### config.mk
export PLATFORM = sky130hd
export DESIGN_NAME = periph_bus
export DESIGN_NICKNAME = d
export VERILOG_FILES = /design/src/rtl/periph_pkg.sv /design/src/rtl/periph_timer.sv /design/src/rtl/periph_bus.sv
export SDC_FILE = /design/constraint.sdc
export NUM_CORES = 1
export LEC_CHECK = 0
export BUFFER_PORTS_ARGS = -buffer_cell sky130_fd_sc_hd__buf_2
export CELL_PAD_IN_SITES_DETAIL_PLACEMENT = 1
export CELL_PAD_IN_SITES_GLOBAL_PLACEMENT = 2
export CORE_MARGIN = 5
export CORE_UTILIZATION = 35
export CTS_CLUSTER_DIAMETER = 80
export CTS_CLUSTER_SIZE = 30
export DETAILED_ROUTE_END_ITERATION = 10
export PLACE_DENSITY_LB_ADDON = 0.1
export SLEW_MARGIN = 20
export SYNTH_ARGS = -nofsm -noshare
export SYNTH_HDL_FRONTEND = slang
export SYNTH_SLANG_ARGS = --single-unit
### constraint.sdc
create_clock -name clk -period 4.1 [get_ports clk]
set_clock_uncertainty 0.1 [all_clocks]
set_input_delay 0.615 -clock clk [delete_from_list [all_inputs] [get_ports clk]]
set_output_delay 0.615 -clock clk [all_outputs]
set_load 0.1 [all_outputs]
### src/rtl/periph_pkg.sv
// periph_pkg -- shared constants for the memory-mapped peripheral block.
//   Register widths, word-aligned register addresses, TCON bit indices,
//   a register-select enum and the address decode helper.
package periph_pkg;

  localparam int DATA_W = 32;
  localparam int LED_W  = 8;
  localparam int DIGI_W = 12;
  localparam int TCON_W = 3;

  localparam logic [DATA_W-1:0] ADDR_TH      = 32'h4000_0000;
  localparam logic [DATA_W-1:0] ADDR_TL      = 32'h4000_0004;
  localparam logic [DATA_W-1:0] ADDR_TCON    = 32'h4000_0008;
  localparam logic [DATA_W-1:0] ADDR_LED     = 32'h4000_000C;
  localparam logic [DATA_W-1:0] ADDR_SWITCH  = 32'h4000_0010;
  localparam logic [DATA_W-1:0] ADDR_DIGI    = 32'h4000_0014;
  localparam logic [DATA_W-1:0] ADDR_SYSTICK = 32'h4000_0018;

  localparam int TCON_EN = 0;  // timer enable
  localparam int TCON_IE = 1;  // interrupt enable
  localparam int TCON_IS = 2;  // interrupt status (sticky)

  typedef enum logic [2:0] {
    SEL_NONE, SEL_TH, SEL_TL, SEL_TCON, SEL_LED, SEL_SWITCH, SEL_DIGI, SEL_SYSTICK
  } reg_sel_e;

  // Word decode: only Addr[31:2] takes part, byte offset is ignored.
  function automatic reg_sel_e decode(input logic [DATA_W-3:0] word);
    reg_sel_e sel;
    sel = SEL_NONE;
    if      (word == ADDR_TH[DATA_W-1:2])      sel = SEL_TH;
    else if (word == ADDR_TL[DATA_W-1:2])      sel = SEL_TL;
    else if (word == ADDR_TCON[DATA_W-1:2])    sel = SEL_TCON;
    else if (word == ADDR_LED[DATA_W-1:2])     sel = SEL_LED;
    else if (word == ADDR_SWITCH[DATA_W-1:2])  sel = SEL_SWITCH;
    else if (word == ADDR_DIGI[DATA_W-1:2])    sel = SEL_DIGI;
    else if (word == ADDR_SYSTICK[DATA_W-1:2]) sel = SEL_SYSTICK;
    return sel;
  endfunction

endpackage

### src/rtl/periph_timer.sv
// periph_timer -- reloadable up-counter with sticky interrupt.
//   clk, reset       : clock, async active-high reset
//   wr_th/wr_tl/wr_tcon, wdata : CPU register writes
//   th, tl, tcon     : register contents for read-back
//   irqout           : TCON.IE & TCON.IS, straight from the register
module periph_timer
  import periph_pkg::*;
(
  input  logic              clk,
  input  logic              reset,
  input  logic              wr_th,
  input  logic              wr_tl,
  input  logic              wr_tcon,
  input  logic [DATA_W-1:0] wdata,
  output logic [DATA_W-1:0] th,
  output logic [DATA_W-1:0] tl,
  output logic [TCON_W-1:0] tcon,
  output logic              irqout
);

  logic tl_full;
  assign tl_full = (tl == {DATA_W{1'b1}});

  // CPU writes take priority over the counter; the reload samples th
  // before the edge, so a simultaneous TH write only affects later reloads.
  always_ff @(posedge clk or posedge reset) begin
    if (reset) begin
      th   <= '0;
      tl   <= '0;
      tcon <= '0;
    end else begin
      if (wr_th) th <= wdata;

      if (wr_tl)              tl <= wdata;
      else if (tcon[TCON_EN]) tl <= tl_full ? th : tl + DATA_W'(1);

      if (wr_tcon)
        tcon <= wdata[TCON_W-1:0];
      else if (tcon[TCON_EN] && tcon[TCON_IE] && tl_full)
        tcon[TCON_IS] <= 1'b1;
    end
  end

  assign irqout = tcon[TCON_IE] & tcon[TCON_IS];

endmodule

### src/rtl/periph_bus.sv
// periph_bus -- MEM-stage peripheral bus: decode, LED/7-seg registers,
//   timer instance and combinational read mux.
//   clk, reset : clock, async active-high reset
//   MemRead, MemWrite, Addr, WriteData : CPU access from the MEM stage
//   ReadData   : load data (0 when not reading or unmapped)
//   switch/led/digi : board I/O, irqout : timer interrupt
// Optional: define PERIPH_SYSTICK_EN to build a free-running cycle counter
//   readable at 0x40000018; otherwise that address reads 0.
module periph_bus
  import periph_pkg::*;
(
  input  logic              clk,
  input  logic              reset,
  input  logic              MemRead,
  input  logic              MemWrite,
  input  logic [DATA_W-1:0] Addr,
  input  logic [DATA_W-1:0] WriteData,
  output logic [DATA_W-1:0] ReadData,
  input  logic [LED_W-1:0]  switch,
  output logic [LED_W-1:0]  led,
  output logic [DIGI_W-1:0] digi,
  output logic              irqout
);

  reg_sel_e          sel;
  logic [DATA_W-1:0] th, tl;
  logic [TCON_W-1:0] tcon;
  logic              unused_addr_lsb;

  assign sel             = decode(Addr[DATA_W-1:2]);
  assign unused_addr_lsb = ^Addr[1:0];

  periph_timer u_timer (
    .clk     (clk),
    .reset   (reset),
    .wr_th   (MemWrite && sel == SEL_TH),
    .wr_tl   (MemWrite && sel == SEL_TL),
    .wr_tcon (MemWrite && sel == SEL_TCON),
    .wdata   (WriteData),
    .th      (th),
    .tl      (tl),
    .tcon    (tcon),
    .irqout  (irqout)
  );

  always_ff @(posedge clk or posedge reset) begin
    if (reset) begin
      led  <= '0;
      digi <= '0;
    end else if (MemWrite) begin
      if (sel == SEL_LED)  led  <= WriteData[LED_W-1:0];
      if (sel == SEL_DIGI) digi <= WriteData[DIGI_W-1:0];
    end
  end

`ifdef PERIPH_SYSTICK_EN
  logic [DATA_W-1:0] systick;
  always_ff @(posedge clk or posedge reset) begin
    if (reset) systick <= '0;
    else       systick <= systick + DATA_W'(1);
  end
`endif

  always_comb begin
    ReadData = '0;
    if (MemRead) begin
      case (sel)
        SEL_TH:      ReadData = th;
        SEL_TL:      ReadData = tl;
        SEL_TCON:    ReadData = DATA_W'(tcon);
        SEL_LED:     ReadData = DATA_W'(led);
        SEL_SWITCH:  ReadData = DATA_W'(switch);
        SEL_DIGI:    ReadData = DATA_W'(digi);
`ifdef PERIPH_SYSTICK_EN
        SEL_SYSTICK: ReadData = systick;
`endif
        default:     ReadData = '0;
      endcase
    end
  end

endmodule

Yosys cells after proc, flatten, opt, wreduce, memory -nomap -nowiden
Index checks and enable logic that the tools add are counted.

$add $sub $neg: 1. Eq/ne operators: 14. Muxes and demuxes: 14. Bitwise gates (word level): 1. Reductions and logical operators: 9.

Operators with widths (count): $eq A30 B29 Y1 const B (7); $pmux W32 S6 (1); $mux W32 (4); $add A32 B1 Y32 const B (1); $eq A32 B32 Y1 const B (1); $mux W3 (7); $eq A3 B3 Y1 const B (3); $eq A3 B2 Y1 const B (2); $logic_and A1 B1 Y1 (5); $reduce_and A2 Y1 (2); $reduce_bool A2 Y1 (2); $eq A3 B1 Y1 const B (1); $mux W1 (2); $and A1 B1 Y1 (1).

Bits in registers: 87. Input bits: 76. Output and inout port bits: 53.

Depth between registers and ports, before layout
Depth in word-level cells: 11. Mapped depth: 8. Gate-level depth less buffers: 7.

Hierarchy
A second synthesis with hierarchy kept.

Cell total of the unflattened synthesis: 545. Area total of the unflattened synthesis: 5337.6 sq um.

Modules (own cells, without submodules): periph_timer (instances 1, cells each 363, area an instance 3622.2 sq um, sequential area each 1676.6 sq um); periph_bus (instances 1, cells each 182, area an instance 1715.4 sq um, sequential area each 500.5 sq um).

Worst setup path before layout
OpenSTA, ideal clock, no wires.

Path type: input -> output. From: in Addr[28]. To: out ReadData[12]. Arrival time: 3.147 ns. Setup slack: 0.238 ns. Cell stages on the path: 7. Cells stage by stage: nor4_1 > nand4_1 > nor2_1 > nor4b_4 > buf_2 > a22oi_1 > nor2_1.

Cells in the longest elaborated chain, start to end: 11. Elaborated cells on any way between the ends: 22.

Ends and longest elaborated chain: from (decl) (line periph_bus.sv:16) `input logic [DATA_W-1:0] Addr,`; $eq A30 B29 Y1 (line periph_pkg.sv:37) `else if (word == ADDR_SYSTICK[DATA_W-1:2]) sel = SEL_SYSTICK;`; $mux W3 (line periph_pkg.sv:37); $mux W3 (line periph_pkg.sv:36) `else if (word == ADDR_DIGI[DATA_W-1:2]) sel = SEL_DIGI;`; $mux W3 (line periph_pkg.sv:35) `else if (word == ADDR_SWITCH[DATA_W-1:2]) sel = SEL_SWITCH;`; $mux W3 (line periph_pkg.sv:34) `else if (word == ADDR_LED[DATA_W-1:2]) sel = SEL_LED;`; $mux W3 (line periph_pkg.sv:33) `else if (word == ADDR_TCON[DATA_W-1:2]) sel = SEL_TCON;`; $mux W3 (line periph_pkg.sv:32) `else if (word == ADDR_TL[DATA_W-1:2]) sel = SEL_TL;`; $mux W3 (*) (line periph_pkg.sv:31) `if (word == ADDR_TH[DATA_W-1:2]) sel = SEL_TH;`; $eq A3 B3 Y1 (tied with other cells) (line periph_bus.sv:67) `case (sel)`; $pmux W32 S6 (*) (line periph_bus.sv:67); $mux W32 (*) (line periph_bus.sv:66) `if (MemRead) begin`; to (decl) (line periph_bus.sv:18) `output logic [DATA_W-1:0] ReadData,`.

Every way passes the cells marked *; elsewhere a longest branch is shown, timed or not.

Final worst setup path
From: in Addr[20]. To: out ReadData[31].

The elaborated chain is that of the path after synthesis.

==> impl_metrics.env <==
export IMPL_fin_hold_ws_ps=230
export IMPL_maxSlewHeadroom_pct=54.0
export IMPL_grt_pass1_vias=5174
export IMPL_timing_max_cap_violations=0
export IMPL_cts_sink_count=87
export IMPL_grt_pass1_wl_um=28000
export IMPL_postLayoutCoreUtil_pct=46.0
export IMPL_reg2reg_slack_ps=1360
export IMPL_post_cts_resized=0
export IMPL_synth_cells=558
export IMPL_grt_max_degree=47
export IMPL_drt_iter0_markers=205
export IMPL_required_ps=3380
export IMPL_area_delta_synth_final_pct=30.1
export IMPL_timing_rr_end="u_timer.tl[0]"
export IMPL_hpwl_um=12700
export IMPL_critPathMaxStageDelay_ps=400
export IMPL_die_area_um2=17800
export IMPL_fin_crit_sh_pct=87.6
export IMPL_outcome="finished, final reports clean"
export IMPL_gp_congestion=0.750
export IMPL_fin_crit_ps=3590
export IMPL_drt_first_pass_iters=5
export IMPL_cts_setup_buffers=0
export IMPL_crit_top_cell="nor2_1"
export IMPL_fin_tns_setup_ps=0
export IMPL_numPortBuffers=126
export IMPL_ys_flop_type="dfrtp_1"
export IMPL_max_freq_ghz=0.279
export IMPL_synth_area_leader_cell="dfrtp_1"
export IMPL_viasPerCell=5.66
export IMPL_die_height_um=133
export IMPL_synth_area_leaders="dfrtp_1 41%, mux2_2 13%, nor2_1 3.9%"
export IMPL_cts_buffers=9
export IMPL_totalWireLength_um=17400
export IMPL_worst_pin_slew_ps=690
export IMPL_worst_slack_ps=510
export IMPL_dp_slack_ps=553
export IMPL_setup_viol=0
export IMPL_worstSetupPathType="input port to primary output"
export IMPL_routedWlPerCell_um=20.2
export IMPL_nets=746
export IMPL_p_leak_nw=3.05
export IMPL_synth_distinct_cells=47
export IMPL_crit_path_start_kind="input port"
export IMPL_hold_class="input port to asynchronous set/reset pin"
export IMPL_reg2regPathDepth=7
export IMPL_rsz0062_at_grt="false"
export IMPL_h_tree_depth=3
export IMPL_synthArstFlopShare_pct=100
export IMPL_clkSlewWorstSetupHoldPaths_ps=60
export IMPL_root_buffer="clkbuf_16"
export IMPL_coreArea_um2=15100
export IMPL_critPathCaptureType="primary output"
export IMPL_synth_seq_cells=87
export IMPL_worstPathMaxFanout=24
export IMPL_diodes=0
export IMPL_arrival_ps=2880
export IMPL_synth_area_per_cell_um2=9.56
export IMPL_drive_gt1_share_pct=33.8
export IMPL_start_util_pct=35.3
export IMPL_yosysSeqAreaShare_pct=40.8
export IMPL_top_level_ports=129
export IMPL_path_cells="buf_2, nor4_1, nand4_1, nor2_1, nor4b_4, buf_4, a22oi_1, nor2_1, buf_12"
export IMPL_cts_tree="built"
export IMPL_die_w_um=133
export IMPL_hold_viol=0
export IMPL_clockBufferDepth=2
export IMPL_vias=4881
export IMPL_synth_nets=635
export IMPL_fp_row_count=45
export IMPL_postRouteAntennaNets=0
export IMPL_synth_area_um2=5330
export IMPL_ctsHoldBuffers=0
export IMPL_slew_viol_final=0
export IMPL_drcViolationCount=0
export IMPL_critPathSlowestCell="nor4_1"
export IMPL_power_density_nw_per_um2=265
export IMPL_synth_edf_count=0
export IMPL_ys_warn_count=0
export IMPL_netlist_area_leader_share_pct=40.8
export IMPL_grtUsageTotal_pct=19.7
export IMPL_r2r_start="u_timer.tl[11]"
export IMPL_grt_ovfl_total=0
export IMPL_ir_worst_vdd_uv=169
export IMPL_antenna_found_initial=0
export IMPL_report_power_total_mw=1.84
export IMPL_clock_latency_ps=340
final cells by class:
class                      instances  area, um^2
fill                            1725        8150
inverter                           8        31.3
tap                              188         235
clock inverter                     4        70.1
timing repair buffer             140        1230
clock buffer                      12         236
multi-input combinational        423        2960
sequential                        87        2180
power breakdown:
group	switching, mW	total, mW	internal (mW)
clock	0.341	0.874	0.533
sequential	0.000000377	0.858	0.858
combinational	0.0634	0.108	0.0449
total	0.405	1.84	1.44
cell families after synthesis:
kind of cell               after synthesis  share of synthesized area, %
buffers and inverters                   48                          3.94
and+or+nand+nor                        208                          20.5
xor gates and xnor gates                14                          2.30
adders and majority gates                1                         0.235
muxes                                   80                          17.7
DFF                                     87                          40.8
AOI/OAI and AO/OA                      120                          14.5
layer usage:
layer | routed length (um) | share of wire (%) | global-route usage (%) | vias up
li1 | - | - | - | 2305
met1 | 8070 | 46 | 26.6 | 2460
met2 | 8510 | 49 | 33.5 | 100
met3 | 641 | 3.7 | 2.87 | 16
met4 | 223 | 1.3 | 4.86 | 0
met5 | 0 | 0 | 0 | -
Yosys cell counts (2+ instances only):
| master | count |
|---|---|
| o21ai_0 | 22 |
| a22oi_1 | 27 |
| inv_1 | 8 |
| mux2_2 | 61 |
| mux2i_1 | 12 |
| mux2_1 | 2 |
| a211oi_1 | 2 |
| nand4_1 | 14 |
| nand3_1 | 23 |
| nand2_1 | 40 |
| nor2b_1 | 4 |
| a21o_1 | 4 |
| a31oi_1 | 27 |
| or3_1 | 7 |
| nor4b_1 | 2 |
| nor3_1 | 9 |
| o211ai_1 | 6 |
| a21oi_1 | 15 |
| xnor2_1 | 10 |
| o22a_1 | 3 |
| dfrtp_1 | 87 |
| o31ai_1 | 5 |
| nor2_1 | 55 |
| nor4_1 | 13 |
| and3_1 | 10 |
| buf_2 | 15 |
| clkbuf_1 | 22 |
| o21ai_1 | 3 |
| nand2b_1 | 12 |
| xor2_1 | 4 |
| and2_1 | 4 |
| mux4_2 | 5 |
| buf_4 | 3 |
| and4_1 | 7 |
| o21a_1 | 3 |
critical path, delay by kind of cell:
kind,cells,cell delay (ps)
AOI/OAI and AO/OA,1,110
buffers and inverters,3,670
and+or+nand+nor,5,1440
state kept, by name (all words and copies together) (netlist names):
register,count
digi,12
u_timer.tl,32
u_timer.th,32
u_timer.tcon,3
led,8
layout by cell type (no fill, tap or decap), drive strengths merged, types with 12 or more instances in the layout:
cell / instances
a21oi: 15
a22oi: 27
a31oi: 27
buf: 140
clkbuf: 12
dfrtp: 87
mux2: 63
mux2i: 12
nand2: 40
nand2b: 12
nand3: 24
nand4: 14
nor2: 56
nor4: 15
o21ai: 25
stage by stage:
| stage | instances | instance area [um^2] |
|---|---|---|
| after floorplan | 558 | 5330 |
| after global placement | 846 | 6630 |
| after detailed placement | 846 | 6630 |
| after CTS | 862 | 6940 |
| after global routing | 862 | 6940 |
| final | 862 | 6940 |
worst max-delay path by stage:
stage	startpoint	end	cells after the start	slack, ps
5_1_grt	Addr[20]	ReadData[31]	9	330
6_report	Addr[20]	ReadData[31]	9	510
3_5_place_dp	Addr[20]	ReadData[31]	9	550
4_1_cts	Addr[20]	ReadData[31]	9	530
3_3_place_gp	Addr[20]	ReadData[31]	9	590
2_1_floorplan	Addr[28]	ReadData[12]	7	240
No activity file was read; power rests on OpenSTA's default activity.
